### config.mk
export PLATFORM = sky130hd
export DESIGN_NAME = if_fetch_unit
export DESIGN_NICKNAME = d
export VERILOG_FILES = /design/src/rtl/if_pkg.sv /design/src/rtl/if_fetch_queue.sv /design/src/rtl/if_fetch_unit.sv
export SDC_FILE = /design/constraint.sdc
export NUM_CORES = 1
export LEC_CHECK = 0
export CAP_MARGIN = 20
export CORE_ASPECT_RATIO = 0.75
export CORE_UTILIZATION = 35
export DETAILED_ROUTE_END_ITERATION = 16
export GPL_ROUTABILITY_DRIVEN = 0
export PLACE_DENSITY = 0.55
export SETUP_SLACK_MARGIN = 0.02
export SLEW_MARGIN = 20
export SYNTH_ARGS = -nofsm -noshare
export SYNTH_HDL_FRONTEND = slang
export SYNTH_SLANG_ARGS = --single-unit
### constraint.sdc
create_clock -name clk -period 3 [get_ports clk]
set_clock_uncertainty 0.1 [all_clocks]
set_input_delay 0.9 -clock clk [delete_from_list [all_inputs] [get_ports clk]]
set_output_delay 0.9 -clock clk [all_outputs]
set_load 0.02 [all_outputs]
### src/rtl/if_pkg.sv
// Shared constants and types for the instruction-fetch stage.
package if_pkg;

  localparam int INSTR_BYTES      = 4;
  localparam int DEFAULT_RESET_PC = 0;
  localparam int DEF_PC_W         = 10;
  localparam int DEF_INSTR_W      = 32;

  // One fetch-queue slot at the default widths.
  typedef struct packed {
    logic [DEF_INSTR_W-1:0] instr;
    logic [DEF_PC_W-1:0]    pc_plus4;
  } if_entry_t;

endpackage

### src/rtl/if_fetch_queue.sv
// Synchronous FIFO holding fetched instructions. Clear wins over push and pop.
// The head output reads zero whenever the queue is empty.
module fetch_queue
  import if_pkg::*;
#(
  parameter int DEPTH = 4,
  parameter int W     = 42
) (
  input  logic                   clk,
  input  logic                   reset,
  input  logic                   clear_i,
  input  logic                   push_i,
  input  logic                   pop_i,
  input  logic [W-1:0]           push_data_i,
  output logic [$clog2(DEPTH):0] count_o,
  output logic [W-1:0]           head_o
);

  localparam int AW = $clog2(DEPTH);

  logic [W-1:0]  mem_q [DEPTH];
  logic [AW-1:0] rd_q, rd_d;
  logic [AW-1:0] wr_q, wr_d;
  logic [AW:0]   cnt_q, cnt_d;
  logic          do_push;
  logic          do_pop;

  // Pointers wrap naturally because DEPTH is a power of two.
  always_comb begin
    do_push = push_i && (cnt_q != (AW+1)'(DEPTH));
    do_pop  = pop_i && (cnt_q != '0);
    rd_d    = rd_q;
    wr_d    = wr_q;
    cnt_d   = cnt_q;
    if (clear_i) begin
      rd_d  = '0;
      wr_d  = '0;
      cnt_d = '0;
    end else begin
      if (do_push) wr_d = wr_q + 1'b1;
      if (do_pop)  rd_d = rd_q + 1'b1;
      if (do_push && !do_pop)      cnt_d = cnt_q + 1'b1;
      else if (!do_push && do_pop) cnt_d = cnt_q - 1'b1;
    end
  end

  // Pointer and occupancy registers.
  always_ff @(posedge clk) begin
    if (reset) begin
      rd_q  <= '0;
      wr_q  <= '0;
      cnt_q <= '0;
    end else begin
      rd_q  <= rd_d;
      wr_q  <= wr_d;
      cnt_q <= cnt_d;
    end
  end

  // Storage array; contents are don't-care until written.
  always_ff @(posedge clk) begin
    if (!reset && !clear_i && do_push) mem_q[wr_q] <= push_data_i;
  end

  assign count_o = cnt_q;
  assign head_o  = (cnt_q != '0) ? mem_q[rd_q] : '0;

endmodule

### src/rtl/if_fetch_unit.sv
// Instruction-fetch stage: PC generation, redirect handling, in-flight
// tracking and a fetch queue feeding decode over valid/ready.
// Optional build macro IF_STATS_EN adds fetch_cnt / flush_cnt counters.
//
// Handshake: an entry transfers on a cycle where out_valid && out_ready;
// out_valid never depends on out_ready in the same cycle.
module if_fetch_unit
  import if_pkg::*;
#(
  parameter int              PC_W     = 10,
  parameter int              INSTR_W  = 32,
  parameter int              DEPTH    = 4,
  parameter logic [PC_W-1:0] RESET_PC = PC_W'(DEFAULT_RESET_PC)
) (
  input  logic               clk,
  input  logic               reset,
  input  logic               branch_taken,
  input  logic [PC_W-1:0]    branch_address,
  input  logic               jump,
  input  logic [PC_W-1:0]    jump_address,
  output logic [PC_W-1:0]    imem_addr,
  output logic               imem_req,
  input  logic [INSTR_W-1:0] imem_rdata,
  output logic               out_valid,
  input  logic               out_ready,
  output logic [INSTR_W-1:0] out_instr,
  output logic [PC_W-1:0]    out_pc_plus4
`ifdef IF_STATS_EN
  ,
  output logic [31:0]        fetch_cnt,
  output logic [31:0]        flush_cnt
`endif
);

  localparam int CW = $clog2(DEPTH) + 1;
  localparam int EW = INSTR_W + PC_W;

  logic [PC_W-1:0] pc_q, pc_d;
  logic [PC_W-1:0] inf_pc4_q, inf_pc4_d;
  logic            inflight_q, inflight_d;
  logic            kill_q, kill_d;
  logic            redirect;
  logic [PC_W-1:0] target;
  logic [PC_W-1:0] pc_plus4;
  logic [CW-1:0]   q_count;
  logic [CW:0]     used;
  logic            push, pop;
  logic [EW-1:0]   head;

  assign redirect  = jump || branch_taken;
  assign pc_plus4  = pc_q + PC_W'(INSTR_BYTES);
  assign used      = {1'b0, q_count} + (CW+1)'(inflight_q);
  assign imem_req  = !reset && !redirect && (used < (CW+1)'(DEPTH));
  assign imem_addr = pc_q;
  assign push      = inflight_q && !kill_q;
  assign pop       = out_valid && out_ready;

  // Redirect target (jump over branch) and next PC / in-flight bookkeeping.
  always_comb begin
    target      = jump ? jump_address : branch_address;
    target[1:0] = 2'b00;
    pc_d        = pc_q;
    inf_pc4_d   = inf_pc4_q;
    inflight_d  = imem_req;
    kill_d      = redirect && inflight_q;
    if (redirect) begin
      pc_d = target;
    end else if (imem_req) begin
      pc_d      = pc_plus4;
      inf_pc4_d = pc_plus4;
    end
  end

  // Fetch state registers.
  always_ff @(posedge clk) begin
    if (reset) begin
      pc_q       <= RESET_PC;
      inf_pc4_q  <= '0;
      inflight_q <= 1'b0;
      kill_q     <= 1'b0;
    end else begin
      pc_q       <= pc_d;
      inf_pc4_q  <= inf_pc4_d;
      inflight_q <= inflight_d;
      kill_q     <= kill_d;
    end
  end

  fetch_queue #(
    .DEPTH (DEPTH),
    .W     (EW)
  ) u_queue (
    .clk         (clk),
    .reset       (reset),
    .clear_i     (redirect),
    .push_i      (push),
    .pop_i       (pop),
    .push_data_i ({imem_rdata, inf_pc4_q}),
    .count_o     (q_count),
    .head_o      (head)
  );

  assign out_valid    = (q_count != '0);
  assign out_instr    = head[EW-1:PC_W];
  assign out_pc_plus4 = head[PC_W-1:0];

`ifdef IF_STATS_EN
  logic [31:0] fetch_cnt_q, flush_cnt_q;

  // Issue and redirect counters, free-running with wrap.
  always_ff @(posedge clk) begin
    if (reset) begin
      fetch_cnt_q <= '0;
      flush_cnt_q <= '0;
    end else begin
      fetch_cnt_q <= fetch_cnt_q + 32'(imem_req);
      flush_cnt_q <= flush_cnt_q + 32'(redirect);
    end
  end

  assign fetch_cnt = fetch_cnt_q;
  assign flush_cnt = flush_cnt_q;
`endif

endmodule

==> flow_metrics.py <==
metrics = {
    "run_status": {
        "status": "finished clean",
    },
    "final_layout": {
        "areaGrowthSynthToFinish_pct": 28.1,
        "fillCellCount": 1774,
        "multiInputGateArea_um2": 1980,
        "layout.core_utilization": 0.464,
        "finalNonFillerCells": 839,
        "num_antenna_cells": 0,
        "final_cell_area_um2": 9530,
        "layout.area.seq_um2": 5350,
        "final_net_count": 608,
        "layout-drive-gt1-share": 0.268,
    },
    "sta": {
        "setup_violations": 0,
        "drv_slew": 0,
        "layout_worst_path_cycle_share": 0.987,
        "timing_hold_violations_final": 0,
        "timing.final.ws_setup_ns": 0.0390,
        "finalSetupTns_ns": 0,
        "finalCriticalPeriod_ns": 2.96,
        "slew_headroom": 0.355,
        "fmax_ghz": 0.338,
        "grt_setup_unrepaired": "true",
        "timing_worst_slew_pin_value_ns": 0.962,
    },
    "grt": {
        "grt_use_met1": 0.197,
        "grt_start_max_net_pins": 30,
        "grt_first_pass_wirelength_um": 23700,
        "number_of_global_route_vias_before_repair": 4321,
        "groute.usage.overall": 0.148,
        "grt_most_used_layer": "met2",
        "use_met2": 0.235,
        "global_route.overflow_total": 0,
        "grt.met3_usage": 0.0463,
        "antenna_found_initial": 0,
    },
    "clock_network": {
        "cts_root_buffer": "clkbuf_16",
        "clock_tree.buffer_depth": 2,
        "tritoncts": "yes",
        "clk_pin_slew_worst_paths_ns": 0.06,
        "htree_levels": 4,
        "post_cts_hold_buffer_count": 0,
        "clock_insertion_delay_worst_skew_ns": 0.42,
        "cts.sink_count": 187,
        "number_of_cts_inserted_buffers": 17,
    },
    "route": {
        "post_drt_via_cell_ratio": 4.91,
        "drtAntennaViolNets": 0,
        "drc": 0,
        "drt_pass1_iterations": 4,
        "drt-wirelength-per-cell_um": 18.1,
        "drt-initial-drc-count": 253,
        "post_detailed_routing_wire_length_um": 15200,
        "total_number_of_vias": 4119,
    },
    "floorplanning": {
        "floorplan.die.width_um": 170,
        "fp.dieArea_um2": 21900,
        "start_util": 0.362,
        "floorplan.io_pins": 111,
        "chip_height_um": 128,
        "core-area_um2": 20600,
        "num_rows": 45,
    },
    "yosys": {
        "postSynthRegisterBits": 187,
        "postSynth.topFlopCell": "edfxtp_1",
        "avgSynthCellArea_um2": 17.8,
        "ys.warnings.count": 0,
        "area_of_the_mapped_netlist_um2": 7440,
        "yosysUniqueCellTypes": 40,
        "postSynth.asyncResetShare": 0,
        "mapped_cells": 418,
        "yosysSeqAreaShare": 0.718,
        "synth_enable_flop_cells": 160,
    },
    "setup_path": {
        "critical_path.startpoint_type": "primary input",
        "critPathKind": "primary input to primary output",
        "largest_driver_fanout_on_the_critical_path": 2,
        "r2r_slack_ns": 0.68,
        "reg2reg_depth": 8,
        "r2r-start": "u_queue.count_o[1]",
        "critical_path_required_ns": 2.00,
        "reg2reg_to": "u_queue.count_o[2]",
        "cp_data_arrival_time_ns": 1.96,
        "setup.worst_path.end_class": "primary output",
    },
    "placed_design": {
        "dp.cells": 802,
        "dp.final_hpwl_um": 9680,
        "port_buffers": 102,
        "post_dp_cell_area_um2": 9040,
        "preCtsSetupSlack_ns": -0.527,
    },
    "min_path": {
        "min_delay_path_depth": 1,
        "min-delay-start": "inflight_q",
        "whs_endpoint": "kill_q",
        "hold_path.class": "register to register",
    },
    "power_and_ir_drop": {
        "total_leakage_power_nw": 3.16,
        "power_per_cell_area_nw_per_um2": 559,
        "vdd_drop_max_v": 0.000377,
    },
    "flow_run": {
        "drv_cap": 0,
    },
}
## cells by family after synthesis
kind of cell,after synthesis,synth area share
multiplexers,41,0.122
XOR/XNOR,7,0.00824
flip-flops,187,0.718
buffers and inverters,34,0.0202
other,1,0.000504
AO/OA/AOI/OAI,51,0.0467
adder cells (fa/ha/maj),7,0.0128
AND/OR/NAND/NOR,90,0.0708
## worst max-delay path by stage
stage | endpoint | from | slack [ns]
after floorplan | imem_req | branch_taken | 0.27
after global placement | imem_req | branch_taken | -0.51
after detailed placement | imem_req | branch_taken | -0.53
after CTS | imem_req | branch_taken | -0.04
after global routing | out_instr[11] | register | -0.05
final | imem_req | jump | 0.04
## per-layer routing
metal / vias to the layer above / share of wire
met5: - / 0
met4: 0 / 0.0074
met3: 12 / 0.054
met2: 123 / 0.46
met1: 2075 / 0.48
li1: 1909 / -
## synthesized netlist by cell type (all sizes together) (4+ instances only)
cell | number | area (um^2)
a22oi | 6 | 45.0
nor2b | 42 | 263
nor3 | 5 | 25.0
mux4 | 40 | 901
a211oi | 4 | 30.0
buf | 10 | 58.8
and3 | 5 | 31.3
o311ai | 4 | 35.0
o211ai | 6 | 45.0
edfxtp | 160 | 4800
inv | 6 | 22.5
nand2b | 4 | 25.0
clkbuf | 18 | 68.8
nor2 | 10 | 40.0
o21ai | 9 | 45.0
nand2 | 4 | 15.0
nand3 | 5 | 25.0
or3 | 8 | 50.1
a21oi | 11 | 55.1
ha | 6 | 75.1
dfxtp | 27 | 541
xor2 | 6 | 52.6
## cell usage in the layout (no fill, tap or decap), types with 3 or more instances in the layout
cell type	n
nand3_1	5
mux4_2	40
edfxtp_1	160
nand2b_1	4
buf_6	4
clkinv_2	3
or4_1	3
o311ai_0	4
or3_1	7
clkbuf_1	3
a22oi_1	6
o211ai_1	6
a311oi_1	3
xor2_1	6
nor2b_1	42
o21ai_0	9
clkdlybuf4s50_1	61
o221ai_1	3
bufinv_16	3
ha_1	6
clkdlybuf4s15_2	5
buf_2	30
nor2_1	9
conb_1	4
buf_4	19
and3_2	4
inv_1	6
a21oi_1	11
dfxtp_1	24
a211oi_1	4
clkbuf_16	17
nor3_1	4
buf_12	11
nand2_1	4
## critical path, cell delays in order
cell and delay, ns:
clkdlybuf4s50_1 0.41, or3_4 0.41, nor2_4 0.11, buf_6 0.13
## layout make-up
cell class / instances / area share
clock inverters: 12 / 0.0154
flip-flops and latches: 187 / 0.561
inverters: 6 / 0.00236
well taps: 282 / 0.0370
multi-input cells: 200 / 0.208
clock buffers: 20 / 0.0458
repair buffers: 132 / 0.130
## metrics by stage
stage / hold WS, ns / total power [mW]
2_1_floorplan: 0.354 / 3.01
3_3_place_gp: 0.379 / 3.17
3_5_place_dp: 0.403 / 3.18
4_1_cts: 0.419 / 5.40
5_1_grt: 0.432 / 5.51
6_report: 0.418 / 5.32
## sequential cells by signal, summed over array words and instances, names as in the netlist, named ones only
name	flops
imem_addr	8
inf_pc4_q	8
inflight_q	1
kill_q	1
u_queue.count_o	3
u_queue.mem_q	160
u_queue.rd_q	2
u_queue.wr_q	2
## repair_timing
item                       4_1_cts  5_1_grt
setup buffers                    1        4
pin swaps                        1        2
setup endpoints to repair       42       36
gates resized for setup        126       41
## power breakdown
group,switching (mW),internal [mW]
logic,0.124,0.129
clock network,0.906,1.31
registers,0.0245,2.83
Power figures use the tool's default switching activity.
